`config.mk`:
```
export PLATFORM = sky130hd
export DESIGN_NAME = ex_mem_skid_stage
export DESIGN_NICKNAME = d
export VERILOG_FILES = /design/src/rtl/ex_mem_skid_stage.sv
export SDC_FILE = /design/constraint.sdc
export NUM_CORES = 1
export LEC_CHECK = 0
export ABC_AREA = 1
export CAP_MARGIN = 15
export CORE_MARGIN = 2
export CORE_UTILIZATION = 54
export DETAILED_ROUTE_END_ITERATION = 6
export PLACE_DENSITY = 0.81
export SLEW_MARGIN = 0
export SYNTH_ARGS = -nofsm -noshare
export SYNTH_HDL_FRONTEND = slang
export SYNTH_SLANG_ARGS = --single-unit
```
`constraint.sdc`:
```
create_clock -name clk -period 12.6 [get_ports clk]
set_input_delay 1.26 -clock clk [delete_from_list [all_inputs] [get_ports clk]]
set_output_delay 1.26 -clock clk [all_outputs]
set_load 0.02 [all_outputs]
```
`src/rtl/ex_mem_skid_stage.sv`:
```
// rtl/ex_mem_skid_stage.sv - EX/MEM pipeline register with a two-entry skid buffer
module ex_mem_skid_stage #(
    parameter int DATA_W        = 32,
    parameter int REG_W         = 5,
    parameter int ZERO_SUPPRESS = 1
) (
    input  logic              clk,
    input  logic              rst,
    input  logic              in_valid,
    output logic              in_ready,
    input  logic              flush,
    input  logic [DATA_W-1:0] ALUResult,
    input  logic [DATA_W-1:0] RtData_Forwarded,
    input  logic [REG_W-1:0]  ID_EX_Rd,
    input  logic [REG_W-1:0]  ID_EX_Rt,
    input  logic              ID_EX_RegDst,
    input  logic              ID_EX_RegWrite,
    input  logic              ID_EX_MemWrite,
    input  logic              ID_EX_MemtoReg,
    input  logic              ID_EX_MemRead,
    output logic              out_valid,
    input  logic              out_ready,
    output logic [DATA_W-1:0] EX_MEM_ALUResult,
    output logic [DATA_W-1:0] EX_MEM_RtData,
    output logic [REG_W-1:0]  EX_MEM_WriteReg,
    output logic              EX_MEM_RegWrite,
    output logic              EX_MEM_MemWrite,
    output logic              EX_MEM_MemtoReg,
    output logic              EX_MEM_MemRead,
    output logic [1:0]        occupancy
);

    // Entry layout: {alu, rt_data, write_reg, reg_write, mem_write, mem_to_reg, mem_read}
    localparam int ENT_W = 2 * DATA_W + REG_W + 4;

    logic [ENT_W-1:0] head_q, head_d;
    logic [ENT_W-1:0] skid_q, skid_d;
    logic             head_v_q, head_v_d;
    logic             skid_v_q, skid_v_d;
    logic [1:0]       occ_q, occ_d;

    logic [REG_W-1:0] write_reg;
    logic             reg_write;
    logic [ENT_W-1:0] new_ent;
    logic             accept;
    logic             drain;

    always_comb begin
        write_reg = ID_EX_RegDst ? ID_EX_Rd : ID_EX_Rt;
        reg_write = ID_EX_RegWrite & ~((ZERO_SUPPRESS != 0) && (write_reg == '0));
        new_ent   = {ALUResult, RtData_Forwarded, write_reg, reg_write,
                     ID_EX_MemWrite, ID_EX_MemtoReg, ID_EX_MemRead};
        accept    = in_valid & ~skid_v_q & ~flush;
        drain     = head_v_q & out_ready;
    end

    // Head frees up when empty or draining; the skid entry (older) always moves first.
    always_comb begin
        head_d   = head_q;
        skid_d   = skid_q;
        head_v_d = head_v_q;
        skid_v_d = skid_v_q;
        if (flush) begin
            head_v_d = 1'b0;
            skid_v_d = 1'b0;
        end else if (!head_v_q || drain) begin
            if (skid_v_q) begin
                head_d   = skid_q;
                head_v_d = 1'b1;
                skid_v_d = accept;
                if (accept) skid_d = new_ent;
            end else begin
                head_v_d = accept;
                if (accept) head_d = new_ent;
            end
        end else if (accept) begin
            skid_d   = new_ent;
            skid_v_d = 1'b1;
        end
        occ_d = {1'b0, head_v_d} + {1'b0, skid_v_d};
    end

    always_ff @(posedge clk or posedge rst) begin
        if (rst) begin
            head_q   <= '0;
            skid_q   <= '0;
            head_v_q <= 1'b0;
            skid_v_q <= 1'b0;
            occ_q    <= 2'd0;
        end else begin
            head_q   <= head_d;
            skid_q   <= skid_d;
            head_v_q <= head_v_d;
            skid_v_q <= skid_v_d;
            occ_q    <= occ_d;
        end
    end

    always_comb begin
        in_ready         = ~skid_v_q;
        out_valid        = head_v_q;
        occupancy        = occ_q;
        EX_MEM_ALUResult = head_q[ENT_W-1 -: DATA_W];
        EX_MEM_RtData    = head_q[ENT_W-DATA_W-1 -: DATA_W];
        EX_MEM_WriteReg  = head_q[4 +: REG_W];
        EX_MEM_RegWrite  = head_q[3] & head_v_q;
        EX_MEM_MemWrite  = head_q[2] & head_v_q;
        EX_MEM_MemtoReg  = head_q[1] & head_v_q;
        EX_MEM_MemRead   = head_q[0] & head_v_q;
    end

endmodule
```
# After elaboration in Yosys (flattened, before gate mapping)
# Index checks and enable logic that the tools add are counted.
[classes]
n_addsub = 1
multipliers = 0
div = 0
magnitude_cmp = 0
n_eq_ne = 1
shifts = 0
muxes = 13
bitwise_logic = 11
n_reduce_logical = 6
[ops]
columns = ["cell", "count"]
rows = [
  ["73-bit two-way mux", 5],
  ["1-bit bitwise AND", 8],
  ["1-bit two-way mux", 7],
  ["5-bit zero test", 1],
  ["5-bit two-way mux", 1],
  ["1-bit inverter", 3],
  ["3-bit AND reduction", 1],
  ["1-bit by 1-bit adder with 2-bit output", 1],
  ["2-bit != test, second input constant", 1],
  ["2-bit AND reduction", 1],
  ["2-bit nonzero test", 1],
  ["1-bit zero test", 1],
  ["1-bit logical OR", 1],
]
[totals]
register_bits = 150
latchBits = 0
ramBits = 0
romBits = 0
in_bits = 84
output_inout_bits = 77
n_memories = 0

# Longest topological paths before layout
# Gate-level depths: netlist (run 1).
[depth]
word_depth = 7
mapped_depth = 9

# Worst setup path before layout (run 1)
# No wires, ideal clock.
[synth_path]
kind = "reg-to-output"
startpoint = "reg skid_v_q"
endpoint = "out in_ready"
t_arrival_ps = 958
path_slack_ps = 10382
stages_incl_launch_ff = 5
path_buffers = 3
cell_sequence = "dfrtp_1 -> buf_4 -> inv_2 -> buf_4 -> buf_2"
[synth_between]
elab_chain_len = 1
[synth_rtl]
columns = ["element", "line", "text"]
rows = [
  ["from (decl)", "39", "logic skid_v_q, skid_v_d;"],
  ["from (signal assigned)", "94", "skid_v_q <= skid_v_d;"],
  ["1-bit inverter", "100", "in_ready = ~skid_v_q;"],
  ["to (decl)", "10", "output logic in_ready,"],
]
# Every way passes these cells.

# Worst setup path in the final report (run 1)
# Ends and elaborated chain as after synthesis.

==> impl_table.tex, run 1 <==
\begin{tabular}{lr}
\hline
Metric & Value \\
\hline
\multicolumn{2}{l}{\textbf{Run status}} \\
\quad Run status & complete, no violations \\
\multicolumn{2}{l}{\textbf{Power}} \\
\quad Pwr/cell area & $\sim$170 nW/um\^{}2 \\
\quad VDD IR max & 0.0873 mV \\
\quad Static leakage power & 4.31 nW \\
\multicolumn{2}{l}{\textbf{Critical path}} \\
\quad Class of the most critical setup path & register to primary output \\
\quad Endpoint class of the critical path & primary output \\
\quad Critical Path Fanout Max & 73 \\
\quad Data arrival time of the critical path & 2.82 ns \\
\quad Data required, critical path & 11.34 ns \\
\quad Startpoint types & register \\
\multicolumn{2}{l}{\textbf{Final layout}} \\
\quad Area of all sequential standard cells & 3750 um\^{}2 \\
\quad Number of antenna diodes & 0 \\
\quad Count of nets after finishing & between 900 and 1,000 \\
\quad Ratio of cells with drive above 1 in the final layout & between 7 and 8\% \\
\quad Fillers & 1,072 \\
\quad Area growth, synth to finish & 23.0\% \\
\quad Area of combinational cells with multiple inputs & $\sim$2200 um\^{}2 \\
\multicolumn{2}{l}{\textbf{Floorplan}} \\
\quad Floorplan die height & $\sim$120 um \\
\quad Ports & about 160 \\
\quad Placeable Area & between 10,000 and 15,000 um\^{}2 \\
\quad Initial cell density of the core & approximately 56\% \\
\quad Die Area & between 10,000 and 15,000 um\^{}2 \\
\quad Std-Cell Rows & 41 \\
\quad Die Wd & about 120 um \\
\multicolumn{2}{l}{\textbf{Placement}} \\
\quad Port Buffers & 160 \\
\quad Dpl hpwl & 9.09 mm \\
\quad Routability-driven placement congestion ratio & 0.790 \\
\multicolumn{2}{l}{\textbf{Timing}} \\
\quad Maximum clock frequency & between 0.2 and 0.25 GHz \\
\quad Share of the cycle needed by the critical path after routing & between 30 and 40\% \\
\quad Final period demand of the worst path & 4.08 ns \\
\quad Worst max-slew margin expressed relative to the limit & around a third \\
\quad Number of max-slew violations in the final report & 0 \\
\quad Worst hold slack & between 0.4 and 0.5 ns \\
\quad Total count of hold-check failures in the final report & 0 \\
\quad RSZ-0062 raised after global routing & false \\
\quad Endpoints failing setup & 0 \\
\quad Transition time of the tightest slew-check pin & a little over 1 ns \\
\quad Final setup skew & between 0.006 and 0.007 ns \\
\quad Summed negative setup slack over all endpoints & 0 ns \\
\multicolumn{2}{l}{\textbf{CTS}} \\
\quad Clk pin slew, worst setup/hold paths & approximately 0.060 ns \\
\quad Quantity of gates resized following cts & 0 \\
\quad Cell at the root of the clock tree & clkbuf\_16 \\
\quad Clock latency reported for the late side of the worst-skew pair & 0.41 ns \\
\quad Total number of clock tree sinks & 150 \\
\quad CTS H-tree depth & 4 \\
\quad CTS tree & yes \\
\quad Post-CTS Setup Inserts & 0 \\
\quad Count of hold buffers inserted by post-cts repair & 0 \\
\quad Buffer depth of the longest clock path & 2 \\
\quad Number of CTS-inserted buffers & 17 \\
\multicolumn{2}{l}{\textbf{Drt}} \\
\quad Drt first-iter violations & roughly 480 \\
\quad Met2 Routed Length & between 6 and 7 mm \\
\quad Pre-Repair DR Iteration Count & 5 \\
\quad Met3 WL post-DR & approximately 910 um \\
\quad Via-to-Cell Ratio & 4.91 \\
\quad Highest signal layer in the routed design & met4 \\
\quad Via total after detailed routing & 5,227 \\
\quad Wire length on met1 & roughly 6.3 mm \\
\quad Routed length per placed instance & 13.2 um \\
\quad Remaining antenna violation count & 0 \\
\quad \# DRC & 0 \\
\quad Total routed wirelength & 14.0 mm \\
\multicolumn{2}{l}{\textbf{Global route}} \\
\quad Remaining global-route overflow & 0 \\
\quad Number of antenna violations at the first check in global routing & 0 \\
\quad Wire length of the first global-routing pass & roughly 24 mm \\
\quad Via count of the first global-routing pass & 5,023 \\
\quad Largest net degree at the start of global routing & 101 \\
\quad Global router's overall resource usage & 21.7\% \\
\multicolumn{2}{l}{\textbf{Worst hold path}} \\
\quad HP Class & register to register \\
\multicolumn{2}{l}{\textbf{Synth}} \\
\quad Synthesized net count & 897 \\
\quad Number of register bits inferred by synthesis & 150 \\
\quad Mean Syn Cell Area & 8.69 um\^{}2 \\
\quad Cell Area, Synth & a little over 7000 um\^{}2 \\
\quad Number of standard cells after synthesis & 812 \\
\quad Number of distinct library cell variants in the gate-level netlist after synthesis & 23 \\
\quad Fraction of the yosys area taken by sequential cells & 53.2\% \\
\quad Number of warning messages in the yosys log & 0 \\
\multicolumn{2}{l}{\textbf{Run}} \\
\quad Reported max-cap violation count & 0 \\
\hline
\end{tabular}
-- layer usage --
metal / vias to the layer above / track usage (%)
met5: - / 0
met2: 139 / 33.1
li1: 2642 / -
met3: 23 / 6.23
met4: 0 / 8.89
met1: 2423 / 29.3
-- power breakdown --
group          switching [W]  internal, W
clock               0.000187     0.000322
combinational       0.000159     0.000147
sequential         0.0000523     0.000581
total               0.000398      0.00105
-- worst max-delay path, stage by stage (launching register included) --
cell,delay (ns)
dfrtp_1,0.50
inv_4,0.48
buf_4,0.64
clkdlybuf4s50_1,0.73
-- cell type report --
class                           count  area share [%]
Sequential cell                   150            43.2
Multi-Input combinational cell    467            25.0
Timing Repair Buffer              164            18.8
Clock buffer                       24            5.89
Inverter                           80            3.56
Tap cell                          172            2.48
Clock inverter                      8            1.08
-- metrics by stage --
| step | worst slack [ns] | power, W | std cells | area (um^2) | utilization, % |
|---|---|---|---|---|---|
| 6_report | 8.52 | 0.00145 | 1065 | 8680 | 68.5 |
| 5_1_grt | 8.33 | 0.00153 | 1065 | 8680 | 68.5 |
| 4_1_cts | 8.51 | 0.00146 | 1065 | 8680 | 68.5 |
| 3_5_place_dp | 8.89 | 0.000948 | 1033 | 8080 | 63.8 |
| 3_3_place_gp | 8.93 | 0.000938 | 1033 | 8080 | 63.8 |
| 2_1_floorplan | 7.30 | 0.000864 | 812 | 7060 | - |
-- layout by cell type (no fill, tap or decap), drive strengths merged --
master / n
clkbuf: 24
ha: 1
a21oi: 5
a31oi: 4
bufinv: 2
nand2: 234
dfrtp: 150
clkinv: 7
buf: 4
or2: 1
o21ai: 206
nand3: 1
clkdlybuf4s50: 160
inv: 79
nor3: 1
a2bb2oi: 4
nor2: 10
-- state kept, by name, summed over array words and instances (netlist names) --
signal,count
head_q,73
occupancy,2
out_valid,1
skid_q,73
skid_v_q,1
-- cells by family (layout without fill, tap and decap cells) --
group	Yosys count	in the layout	share of synthesized area [%]
buffers and inverters	195	276	16.3
adder cells (fa/ha/maj)	1	1	0.177
flip-flops	150	150	53.2
AO/OA/AOI/OAI	219	219	17.0
AND/OR/NAND/NOR	247	247	13.3
-- cell usage after synthesis, drive strengths merged --
library cell | number | area [um^2]
nand2 | 234 | 881
o21ai | 206 | 1110
dfrtp | 150 | 3750
buf | 104 | 805
inv | 79 | 297
clkbuf | 11 | 41.3
nor2 | 10 | 40.0
a21oi | 5 | 36.3
a2bb2oi | 4 | 35.0
a31oi | 4 | 25.0
clkinv | 1 | 5.00
ha | 1 | 12.5
nand3 | 1 | 5.00
nor3 | 1 | 10.0
or2 | 1 | 6.26
-- final timing paths --
kind | start | end | slack (ns) | cells past startpoint
worst max-delay path | skid_v_q | in_ready | 8.52 | 3
worst min-delay path | skid_q[42] | skid_q[42] | 0.48 | 2
worst max register to register | skid_v_q | head_q[4] | 9.74 | 6
worst min register to register | skid_q[42] | skid_q[42] | 0.48 | 2
max in group asynchronous | rst | skid_q[4] | 9.91 | 3
min in group asynchronous | rst | head_q[35] | 1.37 | 2
Power figures use the tool's default switching activity.
==> run 2: changes to the inputs <==
--- a/config.mk
+++ b/config.mk
@@ -8,9 +8,9 @@
 export ABC_AREA = 1
 export CAP_MARGIN = 15
 export CORE_MARGIN = 2
-export CORE_UTILIZATION = 54
+export CORE_UTILIZATION = 46
 export DETAILED_ROUTE_END_ITERATION = 6
-export PLACE_DENSITY = 0.81
+export PLACE_DENSITY = 0.73
 export SLEW_MARGIN = 0
 export SYNTH_ARGS = -nofsm -noshare
 export SYNTH_HDL_FRONTEND = slang
==> constraint.sdc (replaced) <==
create_clock -name clk -period 3.4 [get_ports clk]
set_input_delay 0.34 -clock clk [delete_from_list [all_inputs] [get_ports clk]]
set_output_delay 0.34 -clock clk [all_outputs]
set_load 0.02 [all_outputs]
==> impl_table.tex, run 2 (same netlist as run 1, synthesis figures left out) <==
\begin{tabular}{lr}
\hline
Metric & Value \\
\hline
\multicolumn{2}{l}{\textbf{Run status}} \\
\quad Run status & complete, no violations \\
\multicolumn{2}{l}{\textbf{Power}} \\
\quad Internal portion of total power & 0.00397 W \\
\quad VDD IR max & 0.413 mV \\
\quad Clock Power Share & 36.4\% \\
\quad Switching power total & 0.00151 W \\
\quad Power share of the sequential group & a little over two fifths \\
\quad Combinational Power Share & 20.9\% \\
\quad Pwr/cell area & 621 nW/um\^{}2 \\
\quad Share of total power consumed by net switching & between 20\% and 30\% \\
\quad Static leakage power & 4.35 nW \\
\multicolumn{2}{l}{\textbf{Final layout}} \\
\quad Count of nets after finishing & 970 \\
\quad Ratio of cells with drive above 1 in the final layout & a little over 8\% \\
\quad Area growth, synth to finish & 24.9\% \\
\quad Fillers & 1,319 \\
\quad Most frequent standard cell in the layout excluding fill and tap cells & nand2\_1 \\
\quad Finished Cell Area & 8820 um\^{}2 \\
\quad Most frequent cells in the layout & nand2\_1 (232), clkdlybuf4s50\_1 (160), dfrtp\_1 (150) \\
\quad Number of antenna diodes & 0 \\
\multicolumn{2}{l}{\textbf{Floorplan}} \\
\quad Die Wd & 128 um \\
\quad Die Area & between 15,000 and 20,000 um\^{}2 \\
\quad Ports & $\sim$160 \\
\quad Initial cell density of the core & 46.8\% \\
\quad Floorplan die height & around 130 um \\
\quad Placeable Area & 15,100 um\^{}2 \\
\quad Std-Cell Rows & 45 \\
\multicolumn{2}{l}{\textbf{Drt}} \\
\quad Drt first-iter violations & 232 \\
\quad Via-to-Cell Ratio & 4.68 \\
\quad Via total after detailed routing & 5,086 \\
\quad Total routed wirelength & roughly 14 mm \\
\quad Remaining antenna violation count & 0 \\
\quad Pre-Repair DR Iteration Count & 4 \\
\quad \# DRC & 0 \\
\quad Routed length per placed instance & 13.1 um \\
\multicolumn{2}{l}{\textbf{Global route}} \\
\quad Wire length of the first global-routing pass & 23.4 mm \\
\quad Remaining global-route overflow & 0 \\
\quad Number of antenna violations at the first check in global routing & 0 \\
\quad Global router's overall resource usage & 18.1\% \\
\quad Largest net degree at the start of global routing & 59 \\
\quad Via count of the first global-routing pass & 4,720 \\
\multicolumn{2}{l}{\textbf{Worst hold path}} \\
\quad HP Class & input pin to async pin \\
\multicolumn{2}{l}{\textbf{CTS}} \\
\quad CTS tree & yes \\
\quad Quantity of gates resized following cts & 0 \\
\quad Count of hold buffers inserted by post-cts repair & 0 \\
\quad Clk pin slew, worst setup/hold paths & $\sim$0.06 ns \\
\quad Buffer depth of the longest clock path & 2 \\
\quad Number of CTS-inserted buffers & 17 \\
\quad Post-CTS Setup Inserts & 0 \\
\quad Cell at the root of the clock tree & clkbuf\_16 \\
\quad Total number of clock tree sinks & 150 \\
\quad Clock latency reported for the late side of the worst-skew pair & just over 0.4 ns \\
\quad CTS H-tree depth & 4 \\
\multicolumn{2}{l}{\textbf{Timing}} \\
\quad Endpoints failing setup & 0 \\
\quad Transition time of the tightest slew-check pin & $\sim$0.55 ns \\
\quad RSZ-0062 raised after global routing & false \\
\quad Number of max-slew violations in the final report & 0 \\
\quad Final period demand of the worst path & about 2.3 ns \\
\quad Total count of hold-check failures in the final report & 0 \\
\quad Maximum clock frequency & 0.427 GHz \\
\quad Summed negative setup slack over all endpoints & 0 ns \\
\quad Final setup skew & 0.00842 ns \\
\quad Worst max-slew margin expressed relative to the limit & a little under two thirds \\
\quad Share of the cycle needed by the critical path after routing & 68.8\% \\
\multicolumn{2}{l}{\textbf{Critical path}} \\
\quad Data arrival time of the critical path & 2.00 ns \\
\quad Startpoint types & register \\
\quad Endpoint class of the critical path & primary output \\
\quad Start of the worst register-to-register path & skid\_v\_q \\
\quad Critical Path Fanout Max & 42 \\
\quad Ordered cell list for the critical path & inv\_4 -> clkdlybuf4s50\_1 \\
\quad Reg2reg path depth & 6 \\
\quad Worst setup path startpoint & skid\_v\_q \\
\quad Reg2Reg Capture Point & head\_q[17] \\
\quad Slowest Stage Delay on Critical Path & 0.70 ns \\
\quad Flop2flop setup slack & 1.37 ns \\
\quad Library cell contributing the largest single delay on the critical path & clkdlybuf4s50\_1 \\
\quad Class of the most critical setup path & register to primary output \\
\quad Data required, critical path & $\sim$3.1 ns \\
\multicolumn{2}{l}{\textbf{Placement}} \\
\quad Routability-driven placement congestion ratio & 0.749 \\
\quad Dpl hpwl & 9.54 mm \\
\quad Port Buffers & 160 \\
\quad Total placed instance area & 8190 um\^{}2 \\
\multicolumn{2}{l}{\textbf{Run}} \\
\quad Reported max-cap violation count & 0 \\
\hline
\end{tabular}
## run 2: layout make-up
class                   instances  area [um^2]  area share (%)
clock buffers                  19          453            5.14
clock inverters                13          178            2.02
inverters                      80          308            3.49
multi-input cells             467         2170            24.6
flip-flops and latches        150         3750            42.6
well taps                     188          235            2.67
repair buffers                169         1720            19.5
## run 2: per-stage QoR
stage	worst slack [ns]	power, W	hold WS (ns)	utilization, %	std cells
4_1_cts	1.03	0.00555	0.329	58.4	1086
5_1_grt	0.940	0.00577	0.352	58.4	1086
3_3_place_gp	1.23	0.00350	0.462	54.2	1054
6_report	1.06	0.00548	0.330	58.4	1086
3_5_place_dp	1.21	0.00353	0.464	54.2	1054
2_1_floorplan	1.17	0.00320	0.448	-	812
## run 2: worst max path at each step
stage / endpoint / slack (ns) / depth (start not counted)
6_report: in_ready / 1.06 / 2
2_1_floorplan: head_q[0] / 1.17 / 1
3_5_place_dp: skid_q[60] / 1.21 / 6
3_3_place_gp: skid_q[42] / 1.23 / 5
4_1_cts: in_ready / 1.03 / 2
5_1_grt: in_ready / 0.94 / 2
## run 2: worst max-delay path, delay by kind of cell (launching register included)
| kind | cells | cell delay (ns) |
|---|---|---|
| buffers and inverters | 2 | 1.08 |
| flip-flops | 1 | 0.50 |
## run 2: power groups by stage
stage | registers, W | clock network (W) | logic, W
3_5_place_dp | 0.00237 | 0 | 0.00116
6_report | 0.00234 | 0.00199 | 0.00114
3_3_place_gp | 0.00236 | 0 | 0.00114
5_1_grt | 0.00239 | 0.00211 | 0.00127
4_1_cts | 0.00234 | 0.00204 | 0.00116
2_1_floorplan | 0.00232 | 0 | 0.000884
## run 2: per-layer routing
layer,GRT usage (%),up-vias,wire [um]
met5,0,-,0
met4,4.85,0,108
met3,5.68,10,764
met2,29.0,110,6740
met1,24.1,2317,6630
li1,-,2649,-
==> run 3: changes to the inputs <==
--- a/config.mk
+++ b/config.mk
@@ -8,9 +8,9 @@
 export ABC_AREA = 1
 export CAP_MARGIN = 15
 export CORE_MARGIN = 2
-export CORE_UTILIZATION = 46
+export CORE_UTILIZATION = 51
 export DETAILED_ROUTE_END_ITERATION = 6
-export PLACE_DENSITY = 0.73
+export PLACE_DENSITY = 0.77
 export SLEW_MARGIN = 0
 export SYNTH_ARGS = -nofsm -noshare
 export SYNTH_HDL_FRONTEND = slang
==> constraint.sdc (replaced) <==
create_clock -name clk -period 2.2 [get_ports clk]
set_input_delay 0.22 -clock clk [delete_from_list [all_inputs] [get_ports clk]]
set_output_delay 0.22 -clock clk [all_outputs]
set_load 0.02 [all_outputs]
==> impl_table.tex, run 3 (same netlist as run 1, synthesis figures left out) <==
\begin{tabular}{lr}
\hline
Metric & Value \\
\hline
\multicolumn{2}{l}{\textbf{Timing}} \\
\quad Total count of hold-check failures in the final report & 0 \\
\quad RSZ-0062 raised after global routing & false \\
\quad Final period demand of the worst path & 1.92 ns \\
\quad Setup slack of the critical path after layout & 0.280 ns \\
\quad Summed negative setup slack over all endpoints & 0 ns \\
\quad Number of max-slew violations in the final report & 0 \\
\quad Maximum clock frequency & $\sim$0.52 GHz \\
\quad Worst max-slew margin expressed relative to the limit & 53.4\% \\
\quad Endpoints failing setup & 0 \\
\quad Share of the cycle needed by the critical path after routing & 87.3\% \\
\quad Transition time of the tightest slew-check pin & between 0.6 and 0.7 ns \\
\quad Final setup skew & between 0.008 and 0.009 ns \\
\multicolumn{2}{l}{\textbf{Final layout}} \\
\quad Ratio of cells with drive above 1 in the final layout & 8.42\% \\
\quad Most frequent cells in the layout & nand2\_1 (232), clkdlybuf4s50\_1 (160), dfrtp\_1 (150) \\
\quad Utilization of the core after routing & 66.1\% \\
\quad Count of nets after finishing & 975 \\
\quad Fillers & 1,099 \\
\quad Area growth, synth to finish & 25.6\% \\
\quad Number of antenna diodes & 0 \\
\quad Most frequent standard cell in the layout excluding fill and tap cells & nand2\_1 \\
\multicolumn{2}{l}{\textbf{Critical path}} \\
\quad Reg2reg path depth & 5 \\
\quad Class of the most critical setup path & register to primary output \\
\quad Critical Path Fanout Max & 8 \\
\quad Data arrival time of the critical path & 1.70 ns \\
\quad Ordered cell list for the critical path & inv\_4 -> clkdlybuf4s50\_1 \\
\quad Critical path buffer and inverter count & 2 \\
\quad Startpoint types & register \\
\quad Critical Path Stages & 2 \\
\quad Endpoint class of the critical path & primary output \\
\quad Category of cells accounting for the largest share of critical-path delay & buffers and inverters \\
\quad Slowest Stage Delay on Critical Path & 0.65 ns \\
\quad Library cell contributing the largest single delay on the critical path & clkdlybuf4s50\_1 \\
\quad Data required, critical path & 1.98 ns \\
\multicolumn{2}{l}{\textbf{Worst hold path}} \\
\quad HP Class & input pin to async pin \\
\multicolumn{2}{l}{\textbf{Global route}} \\
\quad Largest net degree at the start of global routing & 85 \\
\quad Via count of the first global-routing pass & 4,726 \\
\quad Remaining global-route overflow & 0 \\
\quad Global router's overall resource usage & 20.3\% \\
\quad Number of antenna violations at the first check in global routing & 0 \\
\quad Wire length of the first global-routing pass & 23.2 mm \\
\multicolumn{2}{l}{\textbf{Drt}} \\
\quad Pre-Repair DR Iteration Count & 4 \\
\quad Drt first-iter violations & 321 \\
\quad Via total after detailed routing & 5,101 \\
\quad \# DRC & 0 \\
\quad Routed length per placed instance & 13.1 um \\
\quad Remaining antenna violation count & 0 \\
\quad Total routed wirelength & approximately 14 mm \\
\quad Via-to-Cell Ratio & 4.73 \\
\multicolumn{2}{l}{\textbf{CTS}} \\
\quad Cell at the root of the clock tree & clkbuf\_16 \\
\quad Total number of clock tree sinks & 150 \\
\quad Clk pin slew, worst setup/hold paths & 0.06 ns \\
\quad Quantity of gates resized following cts & 0 \\
\quad Post-CTS Setup Inserts & 0 \\
\quad Count of hold buffers inserted by post-cts repair & 0 \\
\quad CTS tree & yes \\
\quad Buffer depth of the longest clock path & 2 \\
\quad CTS H-tree depth & 4 \\
\quad Number of CTS-inserted buffers & 17 \\
\quad Clock latency reported for the late side of the worst-skew pair & roughly 0.42 ns \\
\multicolumn{2}{l}{\textbf{Placement}} \\
\quad Routability-driven placement congestion ratio & 0.832 \\
\quad Port Buffers & 160 \\
\quad Worst setup slack before clock tree synthesis & 0.461 ns \\
\quad Dpl hpwl & about 9.6 mm \\
\multicolumn{2}{l}{\textbf{Run status}} \\
\quad Run status & complete, no violations \\
\multicolumn{2}{l}{\textbf{Floorplan}} \\
\quad Std-Cell Rows & 42 \\
\quad Die Wd & 122 um \\
\quad Placeable Area & 13,400 um\^{}2 \\
\quad Initial cell density of the core & 52.7\% \\
\quad Ports & 161 \\
\quad Die Area & between 10,000 and 15,000 um\^{}2 \\
\quad Floorplan die height & 122 um \\
\multicolumn{2}{l}{\textbf{Run}} \\
\quad Reported max-cap violation count & 0 \\
\multicolumn{2}{l}{\textbf{Power}} \\
\quad VDD IR max & 0.441 mV \\
\quad Pwr/cell area & 953 nW/um\^{}2 \\
\quad Static leakage power & 4.38 nW \\
\hline
\end{tabular}
[run 3: path summary, 6_finish.rpt]
path | from | end | slack [ns]
setup / recovery | skid_v_q | in_ready | 0.28
hold / removal | rst | head_q[22] | 0.13
max in group asynchronous | rst | head_q[65] | 1.40
min in group clk | ALUResult[7] | skid_q[48] | 0.36
hold reg to reg | skid_q[36] | skid_q[36] | 0.48
setup reg to reg | skid_v_q | head_q[32] | 0.51
[run 3: layout make-up]
type                            count  area (um^2)  share of cell area (%)
Timing Repair Buffer              174         1780                    20.1
Inverter                           80          308                    3.47
Clock inverter                      7          115                    1.30
Clock buffer                       25          515                    5.82
Multi-Input combinational cell    467         2170                    24.5
Sequential cell                   150         3750                    42.3
Tap cell                          176          220                    2.48
[run 3: metal layers]
layer	track usage (%)	part of all wire, %	vias up
li1	-	-	2668
met1	26.4	44	2288
met2	32.0	48	125
met3	6.46	6.4	20
met4	8.05	1.8	0
met5	0	0	-
[run 3: power breakdown]
part	internal (W)	leakage, nW	switching (W)
clock network	0.00196	0.306	0.00107
registers	0.00333	1.87	0.000298
logic	0.000871	2.21	0.000922
total	0.00616	4.38	0.00229
[run 3: stage by stage]
stage / cells / hold slack (ns) / instance area, um^2 / total power [W]
floorplan: 812 / 0.369 / 7060 / 0.00495
global placement: 1047 / 0.464 / 8230 / 0.00541
global route: 1079 / 0.155 / 8860 / 0.00891
finish: 1079 / 0.133 / 8860 / 0.00844
CTS: 1079 / 0.119 / 8860 / 0.00854
detailed placement: 1047 / 0.465 / 8230 / 0.00547
